File: config.mk
export PLATFORM = sky130hd
export DESIGN_NAME = redun_mont_host
export DESIGN_NICKNAME = d
export VERILOG_FILES = /design/src/rtl/redun_mont_pkg.sv /design/src/rtl/redun_mont_host.sv
export SDC_FILE = /design/constraint.sdc
export NUM_CORES = 1
export LEC_CHECK = 0
export BUFFER_PORTS_ARGS = -buffer_cell sky130_fd_sc_hd__buf_2
export CAP_MARGIN = 0
export CORE_ASPECT_RATIO = 2
export CORE_UTILIZATION = 44
export CTS_BUF_LIST = sky130_fd_sc_hd__clkbuf_8
export DETAILED_ROUTE_END_ITERATION = 12
export PLACE_DENSITY = 0.67
export SYNTH_ARGS = -nofsm -noshare
export SYNTH_HDL_FRONTEND = slang
export SYNTH_SLANG_ARGS = --single-unit
File: constraint.sdc
create_clock -name i_clk -period 8.27 [get_ports i_clk]
set_clock_uncertainty 0.15 [all_clocks]
set_input_delay 0.827 -clock i_clk [delete_from_list [all_inputs] [get_ports i_clk]]
set_output_delay 0.827 -clock i_clk [all_outputs]
set_load 0.02 [all_outputs]
File: src/rtl/redun_mont_pkg.sv
// rtl/redun_mont_pkg.sv - shared types for the redundant Montgomery squaring host
package redun_mont_pkg;

   localparam int NUM_WRDS = 4;
   localparam int WRD_BITS = 16;

   typedef logic [NUM_WRDS*WRD_BITS-1:0] redun0_t;

   typedef enum logic [2:0] {
      IDLE,
      START,
      RUN,
      DONE,
      ERR
   } host_state_t;

endpackage

File: src/rtl/redun_mont_host.sv
// rtl/redun_mont_host.sv - job sequencer feeding the squaring engine and collecting its result
module redun_mont_host
   import redun_mont_pkg::*;
#(
   parameter int ITER_W      = 64,
   parameter int TIMEOUT_CYC = 1048576
) (
   input  logic              i_clk,
   input  logic              i_rst,
   input  logic              i_job_val,
   output logic              o_job_rdy,
   input  redun0_t           i_job_sq,
   input  logic [ITER_W-1:0] i_job_iter,
   output logic              o_start,
   output redun0_t           o_sq_in,
   input  redun0_t           i_sq_out,
   input  logic              i_valid,
   input  logic              i_locked,
   output logic              o_res_val,
   input  logic              i_res_rdy,
   output redun0_t           o_res_sq,
   output logic [ITER_W-1:0] o_res_iter,
   output logic              o_res_err,
   output logic              o_busy
);

   localparam int                WD_W    = $clog2(TIMEOUT_CYC) + 1;
   localparam logic [WD_W-1:0]   WD_LAST = WD_W'(TIMEOUT_CYC - 1);
   localparam logic [ITER_W-1:0] ONE     = ITER_W'(1);

   host_state_t       r_state;
   host_state_t       w_state_nxt;
   logic [ITER_W-1:0] r_iter;
   logic [ITER_W-1:0] r_cnt;
   logic [WD_W-1:0]   r_wdog;
   logic              w_accept;
   logic              w_last;
   logic              w_timeout;

   assign w_accept  = (r_state == IDLE) & i_job_val & i_locked;
   assign w_last    = (r_cnt == r_iter - ONE);
   assign w_timeout = (r_wdog == WD_LAST);
   assign o_job_rdy = (r_state == IDLE) & i_locked;
   assign o_busy    = (r_state != IDLE);

   always_ff @(posedge i_clk) begin
      if (i_rst) r_state <= IDLE;
      else       r_state <= w_state_nxt;
   end

   // Lock loss outranks a completing result arriving in the same cycle.
   always_comb begin
      w_state_nxt = r_state;
      case (r_state)
         IDLE:  if (w_accept) w_state_nxt = (i_job_iter == '0) ? DONE : START;
         START: w_state_nxt = i_locked ? RUN : ERR;
         RUN: begin
            if (!i_locked)               w_state_nxt = ERR;
            else if (i_valid && w_last)  w_state_nxt = DONE;
            else if (!i_valid && w_timeout) w_state_nxt = ERR;
         end
         DONE, ERR: if (i_res_rdy) w_state_nxt = IDLE;
         default: w_state_nxt = IDLE;
      endcase
   end

   always_ff @(posedge i_clk) begin
      if (i_rst) begin
         o_start    <= 1'b0;
         o_sq_in    <= '0;
         o_res_val  <= 1'b0;
         o_res_sq   <= '0;
         o_res_iter <= '0;
         o_res_err  <= 1'b0;
         r_iter     <= '0;
         r_cnt      <= '0;
         r_wdog     <= '0;
      end else begin
         o_start <= 1'b0;
         case (r_state)
            IDLE: if (w_accept) begin
               // Seeding the result with the initial value covers both zero-iteration
               // jobs and aborts before any result came back.
               o_sq_in    <= i_job_sq;
               o_res_sq   <= i_job_sq;
               o_res_iter <= '0;
               r_iter     <= i_job_iter;
               r_cnt      <= '0;
               if (i_job_iter == '0) o_res_val <= 1'b1;
               else                  o_start   <= 1'b1;
            end
            START: begin
               r_cnt  <= '0;
               r_wdog <= '0;
               if (!i_locked) begin
                  o_res_val  <= 1'b1;
                  o_res_err  <= 1'b1;
                  o_res_iter <= '0;
               end
            end
            RUN: begin
               if (!i_locked) begin
                  o_res_val  <= 1'b1;
                  o_res_err  <= 1'b1;
                  o_res_iter <= r_cnt;
               end else if (i_valid) begin
                  r_cnt    <= r_cnt + ONE;
                  r_wdog   <= '0;
                  o_res_sq <= i_sq_out;
                  if (w_last) begin
                     o_res_val  <= 1'b1;
                     o_res_iter <= r_iter;
                  end
               end else if (w_timeout) begin
                  o_res_val  <= 1'b1;
                  o_res_err  <= 1'b1;
                  o_res_iter <= r_cnt;
               end else begin
                  r_wdog <= r_wdog + WD_W'(1);
               end
            end
            DONE, ERR: if (i_res_rdy) begin
               o_res_val <= 1'b0;
               o_res_err <= 1'b0;
            end
            default: ;
         endcase
      end
   end

endmodule
==> results of run 1 <==
final cells by class:
type	instances	area (um2)	area share, %
Inverter	16	60.1	0.289
Tap cell	525	657	3.16
Sequential cell	347	6950	33.4
Timing Repair Buffer	411	2110	10.1
Multi-Input combinational cell	1699	9930	47.8
Antenna cell	10	25.0	0.120
Clock inverter	26	193	0.928
Clock buffer	62	853	4.11
synthesized netlist by cell type, types with 5 or more instances:
library cell / n
a21oi_1: 216
a311oi_1: 66
and3_1: 26
and4_1: 8
buf_12: 6
buf_2: 8
clkbuf_1: 152
dfxtp_1: 347
inv_1: 16
mux2_2: 5
mux2_4: 60
mux2i_1: 10
nand2_1: 512
nand2b_1: 11
nand3_1: 114
nand4_1: 31
nor2_1: 187
nor2b_1: 75
nor3_1: 32
nor4_1: 48
o211ai_1: 6
o21ai_0: 23
o22ai_1: 10
or3_1: 24
or4_1: 5
xnor2_1: 72
xor2_1: 78
cell families (layout without fill, tap and decap cells):
| group | after synthesis | count (layout) | synth area share [%] |
|---|---|---|---|
| AO/OA/AOI/OAI | 361 | 361 | 12.7 |
| XOR/XNOR | 151 | 151 | 7.57 |
| adder cells (fa/ha/maj) | 3 | 3 | 0.213 |
| buffers and inverters | 189 | 515 | 4.73 |
| flip-flops | 347 | 347 | 39.3 |
| multiplexers | 76 | 76 | 6.05 |
| other | 0 | 10 | 0 |
| AND/OR/NAND/NOR | 1108 | 1108 | 29.4 |
metal layers:
metal,GRT usage [%],part of all wire [%]
met1,30.3,35
met2,53.5,52
met3,6.53,6.9
met4,17.6,6.0
met5,0,0.19
tightest hold or removal path, delay by kind of cell:
| kind | cells | cell delay (ps) |
|---|---|---|
| compound gates | 1 | 50 |
| buf+inv | 1 | 100 |
| simple gates | 1 | 50 |
state kept, by name (all words and copies together) (netlist names):
name        cells
r_cnt          64
o_sq_in        64
r_state         3
o_res_sq       64
r_iter         64
o_res_err       1
o_res_iter     64
o_start         1
o_res_val       1
r_wdog         21
cell usage in the layout (no fill, tap or decap), drive strengths merged, types with 6 or more instances in the layout:
cell type / netlist / routed
nor3: 38 / 38
nor4: 51 / 51
and3: 27 / 27
or4: 6 / 6
dfxtp: 347 / 347
diode: 0 / 10
xnor2: 72 / 72
nand2b: 11 / 11
nor2: 188 / 188
a311oi: 66 / 66
inv: 16 / 34
nand2: 512 / 512
mux2: 66 / 66
clkbuf: 154 / 63
and4: 8 / 8
nand3: 115 / 115
a21oi: 216 / 216
o211ai: 6 / 6
o21ai: 24 / 24
mux2i: 10 / 10
o22ai: 10 / 10
xor2: 78 / 78
nor2b: 75 / 75
nand4: 32 / 32
or3: 24 / 24
buf: 19 / 410
power groups by stage:
stage	sequential [uW]	combinational, uW	clock, uW
CTS	1810	795	1490
detailed placement	1850	793	0
finish	1810	797	1470
global placement	1840	784	0
floorplan	1880	507	0
global route	1820	857	1560
per-stage QoR:
stage               std cells  setup WS [ps]
finish                   3096           2950
global route             3096           2660
CTS                      3086           3000
detailed placement       2998           3020
global placement         2998           3170
floorplan                2235           4440
worst max path at each step:
| stage | start | end | slack (ps) | cells past startpoint |
|---|---|---|---|---|
| 2_1_floorplan | r_iter[0] | o_res_iter[10] | 4440 | 14 |
| 4_1_cts | r_iter[0] | o_res_iter[9] | 3000 | 13 |
| 6_report | r_iter[0] | o_res_iter[9] | 2950 | 13 |
| 5_1_grt | r_iter[0] | o_res_iter[16] | 2660 | 13 |
| 3_3_place_gp | r_iter[0] | o_res_iter[9] | 3170 | 13 |
| 3_5_place_dp | r_iter[0] | o_res_iter[8] | 3020 | 13 |
==> flow_summary_export.csv, run 1 <==
group,metric,value,unit
outcome,outcome,"completed",
sta,hold_ws,293,ps
clock_network,postCtsSetupRepairBufs,0,
synthesis,synth_top_area_share,39.3,%
setup_path,critPathKind,"reg2reg",
clock_network,cts_buffers,51,
setup_path,crit_chain,"inv_1 > ha_1 > nor4b_2 > nand3_1 > or3_1 > a22o_1 > nor4_1 > nand4_1 > a2111oi_4 > a31oi_4 > nor2_8 > buf_4 > mux2_4",
setup_path,r2r_cells,13,
final_layout,final_util,52.5,%
synthesis,seq_area_frac_synth,39.3,%
sta,tightest_slew,1140,ps
synthesis,synth_area_leader_cell,"dfxtp_1",
setup_path,reg2reg_to,"o_res_iter[9]",
routing,drc,0,
synthesis,synth.avg_cell_area,7.90,um2
setup_path,cp_slowest_cell,"buf_4",
routing,num_vias,17300,
global_routing,grt_pass1_wl,93700,um
clock_network,clk_pin_slew,70,ps
synthesis,synthTopCellsByArea,"dfxtp_1 (39%), nand2_1 (11%), a21oi_1 (6.1%)",
clock_network,htree_num_levels,2,
sta,finalHoldViolCount,0,
die,coreArea,0.0396,mm2
power_and_ir_drop,peakVddDrop,0.136,mV
power_and_ir_drop,p_clk_share,36.0,%
die,chipWidth,144,um
setup_path,cp.arrival,5660,ps
routing,drt-wirelength-per-cell,19.7,um
synthesis,ys_types,78,
setup_path,cp_top_family,"simple AND/OR/NAND/NOR gates",
power_and_ir_drop,powerDensity,196,mW/mm2
synthesis,ys_seq_elements,347,
synthesis,synth_cells,2235,
setup_path,r2r-start,"r_iter[0]",
clock_network,cts.sinks,347,
sta,setup_viol_count_final,0,
synthesis,synth_edf_count,0,
die,rows,103,
final_layout,final_nets,2727,
synthesis,synthesis.area,0.0177,mm2
final_layout,drive_above_1_share,22.6,%
global_routing,grt_pass1_vias,17000,
sta,fmax,0.188,GHz
routing,detail_route.first_pass.iterations,5,
global_routing,grt_max_degree,115,
power_and_ir_drop,p_leak,0.00836,uW
setup_path,slowest_delay,700,ps
final_layout,area_growth,17.7,%
die,die-area,0.0410,mm2
place,place_hpwl,44500,um
routing,via_per_inst,5.57,
clock_network,postCtsHoldBufs,0,
sta,period_needed,5320,ps
clock_network,cts_tree,"yes",
synthesis,ys_async_sr_fraction,0,%
setup_path,r2r_setup_slack,2950,ps
hold_path,min_to,"o_sq_in[55]",
clock_network,cts_root_buf,"clkbuf_8",
sta,rsz0062_at_grt,"no",
power_and_ir_drop,power_switching,1300,uW
global_routing,overflow,0,
setup_path,critPathBufInv,2,
routing,ant_nets,0,
setup_path,path_max_fanout,38,
routing,routed_wl,61100,um
power_and_ir_drop,switching_share,31.9,%
hold_path,min_path_type,"in2reg",
final_layout,fillers,3923,
place,port_buffers,394,
setup_path,worstSetupEndpointType,"register",
setup_path,required,8610,ps
job,max_cap_viol_count,0,
synthesis,ys.flop_type,"dfxtp_1",
power_and_ir_drop,intPower,2780,uW
hold_path,min_path_cells,3,
sta,min_period_over_period,64.3,%
place,gp_congestion,0.931,
sta,slew_headroom,23.9,%
hold_path,hold_path_startpoint,"i_job_sq[55]",
die,ios,395,
power_and_ir_drop,power,4080,uW
routing,drtIter0Drc,922,
final_layout,fin_area,0.0208,mm2
die,dieHeight,285,um
clock_network,cts_resized,0,
place,place_area,0.0197,mm2
global_routing,grtUsageTotal,29.5,%
power_and_ir_drop,combPwrFrac,19.5,%
synthesis,ys_warn_count,0,
power_and_ir_drop,p_seq_share,44.4,%
sta,slew_viol_final,0,
clock_network,clkLatencyLatePin,630,ps
setup_path,start_kind,"register",
clock_network,cts_max_path_buffers,3,
synthesis,synth_fp_nets,2436,
global_routing,antenna_found_initial,20,
die,start_util,44.6,%
sta,fin_setup_tns,0,ps
Note: power is estimated with default switching activity, not from simulation.
==> run 2: changes to the inputs <==
==> constraint.sdc (replaced) <==
create_clock -name i_clk -period 5 [get_ports i_clk]
set_clock_uncertainty 0.15 [all_clocks]
set_input_delay 0.5 -clock i_clk [delete_from_list [all_inputs] [get_ports i_clk]]
set_output_delay 0.5 -clock i_clk [all_outputs]
set_load 0.02 [all_outputs]
==> flow_summary_export.csv, run 2 (synthesis results as in run 1) <==
group,metric,value,unit
outcome,outcome,"completed",
power_and_ir_drop,power_switching,2200,uW
power_and_ir_drop,p_seq_share,42.9,%
setup_path,required,5350,ps
final_layout,final_cell_mix,"nand2_1 (509), buf_2 (393), dfxtp_1 (346)",
routing,drtIter0Drc,901,
routing,drc,0,
routing,drt-wirelength-per-cell,19.4,um
die,start_util,44.6,%
routing,detail_route.first_pass.iterations,5,
clock_network,cts_root_buf,"clkbuf_8",
clock_network,postCtsHoldBufs,119,
setup_path,path_max_fanout,25,
setup_path,startpoint,"r_iter[0]",
sta,slew_viol_final,0,
place,port_buffers,394,
sta,fin_setup_tns,0,ps
clock_network,htree_num_levels,2,
sta,fmax,0.230,GHz
final_layout,drive_above_1_share,22.2,%
routing,routed_wl,62500,um
setup_path,r2r_setup_slack,640,ps
power_and_ir_drop,powerDensity,315,mW/mm2
final_layout,area_growth,25.6,%
power_and_ir_drop,switching_share,31.4,%
sta,min_period_over_period,87.1,%
setup_path,start_kind,"register",
job,max_cap_viol_count,0,
power_and_ir_drop,p_leak,0.00898,uW
routing,num_vias,17800,
setup_path,r2r_cells,13,
clock_network,cts_tree,"yes",
die,coreArea,0.0396,mm2
die,rows,103,
place,place_hpwl,44900,um
clock_network,cts.sinks,347,
setup_path,cp.arrival,4700,ps
die,die-area,0.0410,mm2
place,gp_congestion,0.980,
sta,setup_viol_count_final,0,
global_routing,antenna_found_initial,5,
clock_network,cts_resized,0,
power_and_ir_drop,intPower,4790,uW
global_routing,overflow,0,
global_routing,grtUsageTotal,30.2,%
setup_path,reg2reg_to,"o_res_iter[40]",
global_routing,grt_pass1_vias,17500,
clock_network,clkLatencyLatePin,620,ps
clock_network,clk_pin_slew,70,ps
power_and_ir_drop,p_clk_share,36.7,%
die,dieHeight,285,um
global_routing,grt_pass1_wl,96200,um
final_layout,final_nets,2860,
setup_path,critPathCapture,"o_res_iter[40]",
setup_path,worstSetupEndpointType,"register",
sta,tightest_slew,1150,ps
clock_network,postCtsSetupRepairBufs,0,
sta,period_needed,4360,ps
sta,setup_slack,645,ps
global_routing,grt_max_degree,129,
final_layout,final_common_cell,"nand2_1",
clock_network,cts_buffers,52,
place,dp_slack,677,ps
setup_path,r2r-start,"r_iter[0]",
sta,slew_headroom,22.8,%
setup_path,critPathKind,"reg2reg",
final_layout,fillers,3648,
routing,via_per_inst,5.51,
sta,rsz0062_at_grt,"no",
clock_network,cts_max_path_buffers,3,
sta,finalHoldViolCount,0,
power_and_ir_drop,combPwrFrac,20.4,%
die,ios,395,
routing,ant_nets,0,
power_and_ir_drop,peakVddDrop,0.311,mV
die,chipWidth,144,um
hold_path,min_path_type,"in2reg",
## run 2: cell count changes in the layout (fill, tap and decap cells not counted), sizes merged
cell	before	now
diode	10	4
clkinvlp	1	2
inv	34	33
dlygate4sd3	0	119
buf	410	423
clkinv	4	3
clkbuf	63	70
## run 2: through the flow
| stage | instance area, um2 | util (%) | total power (uW) | hold slack (ps) | instances |
|---|---|---|---|---|---|
| 2_1_floorplan | 17700 | - | 3940 | 303 | 2235 |
| 3_3_place_gp | 19800 | 50.1 | 4370 | 290 | 3011 |
| 3_5_place_dp | 19800 | 50.1 | 4380 | 294 | 3011 |
| 5_1_grt | 22200 | 56.1 | 7260 | 25.4 | 3228 |
| 4_1_cts | 22200 | 56.0 | 7020 | 0.934 | 3224 |
| 6_report | 22200 | 56.1 | 6990 | 25.2 | 3228 |
## run 2: area by class of cell
class,instances,area [um2],area share [%]
clock buffer,69,950,4.28
clock inverter,25,189,0.852
tap,525,657,2.96
timing repair buffer,543,3430,15.5
sequential,347,6950,31.3
inverter,16,60.1,0.271
antenna,4,10.0,0.0451
multi-input combinational,1699,9930,44.8
## run 2: worst min-delay path by stage
| stage | start | endpoint | slack (ps) | depth (start not counted) |
|---|---|---|---|---|
| after global placement | o_sq_in[51] | o_sq_in[51] | 290 | 2 |
| after CTS | i_sq_out[20] | o_res_sq[20] | 0.9 | 3 |
| after global routing | i_sq_out[31] | o_res_sq[31] | 30 | 3 |
| after detailed placement | o_sq_in[44] | o_sq_in[44] | 290 | 2 |
| final | i_sq_out[20] | o_res_sq[20] | 30 | 3 |
| after floorplan | r_wdog[20] | r_wdog[20] | 300 | 2 |
## run 2: per-layer routing
layer / wire, um / GRT usage, % / part of all wire [%]
met1: 22300 / 31.4 / 36
met2: 32200 / 54.7 / 51
met3: 3680 / 5.09 / 5.9
met4: 4350 / 19.7 / 6.9
met5: 8 / 0 / 0.013
## run 2: power groups by stage
stage | registers (uW) | clock network [uW] | logic (uW)
after floorplan | 3100 | 0 | 839
after global placement | 3040 | 0 | 1320
after detailed placement | 3050 | 0 | 1330
after global routing | 3010 | 2720 | 1530
after CTS | 2990 | 2620 | 1410
final | 3000 | 2560 | 1420
## run 2: worst max-delay path, cell delays in order, from the launching register on
cell	delay, ps
dfxtp_1	360
inv_1	70
ha_1	240
nor4b_2	430
nand4_1	270
or4_4	620
nor4_1	260
xnor2_1	170
nand4_1	140
a2111oi_4	420
a31oi_4	190
nor2_8	130
buf_4	430
mux2_4	340
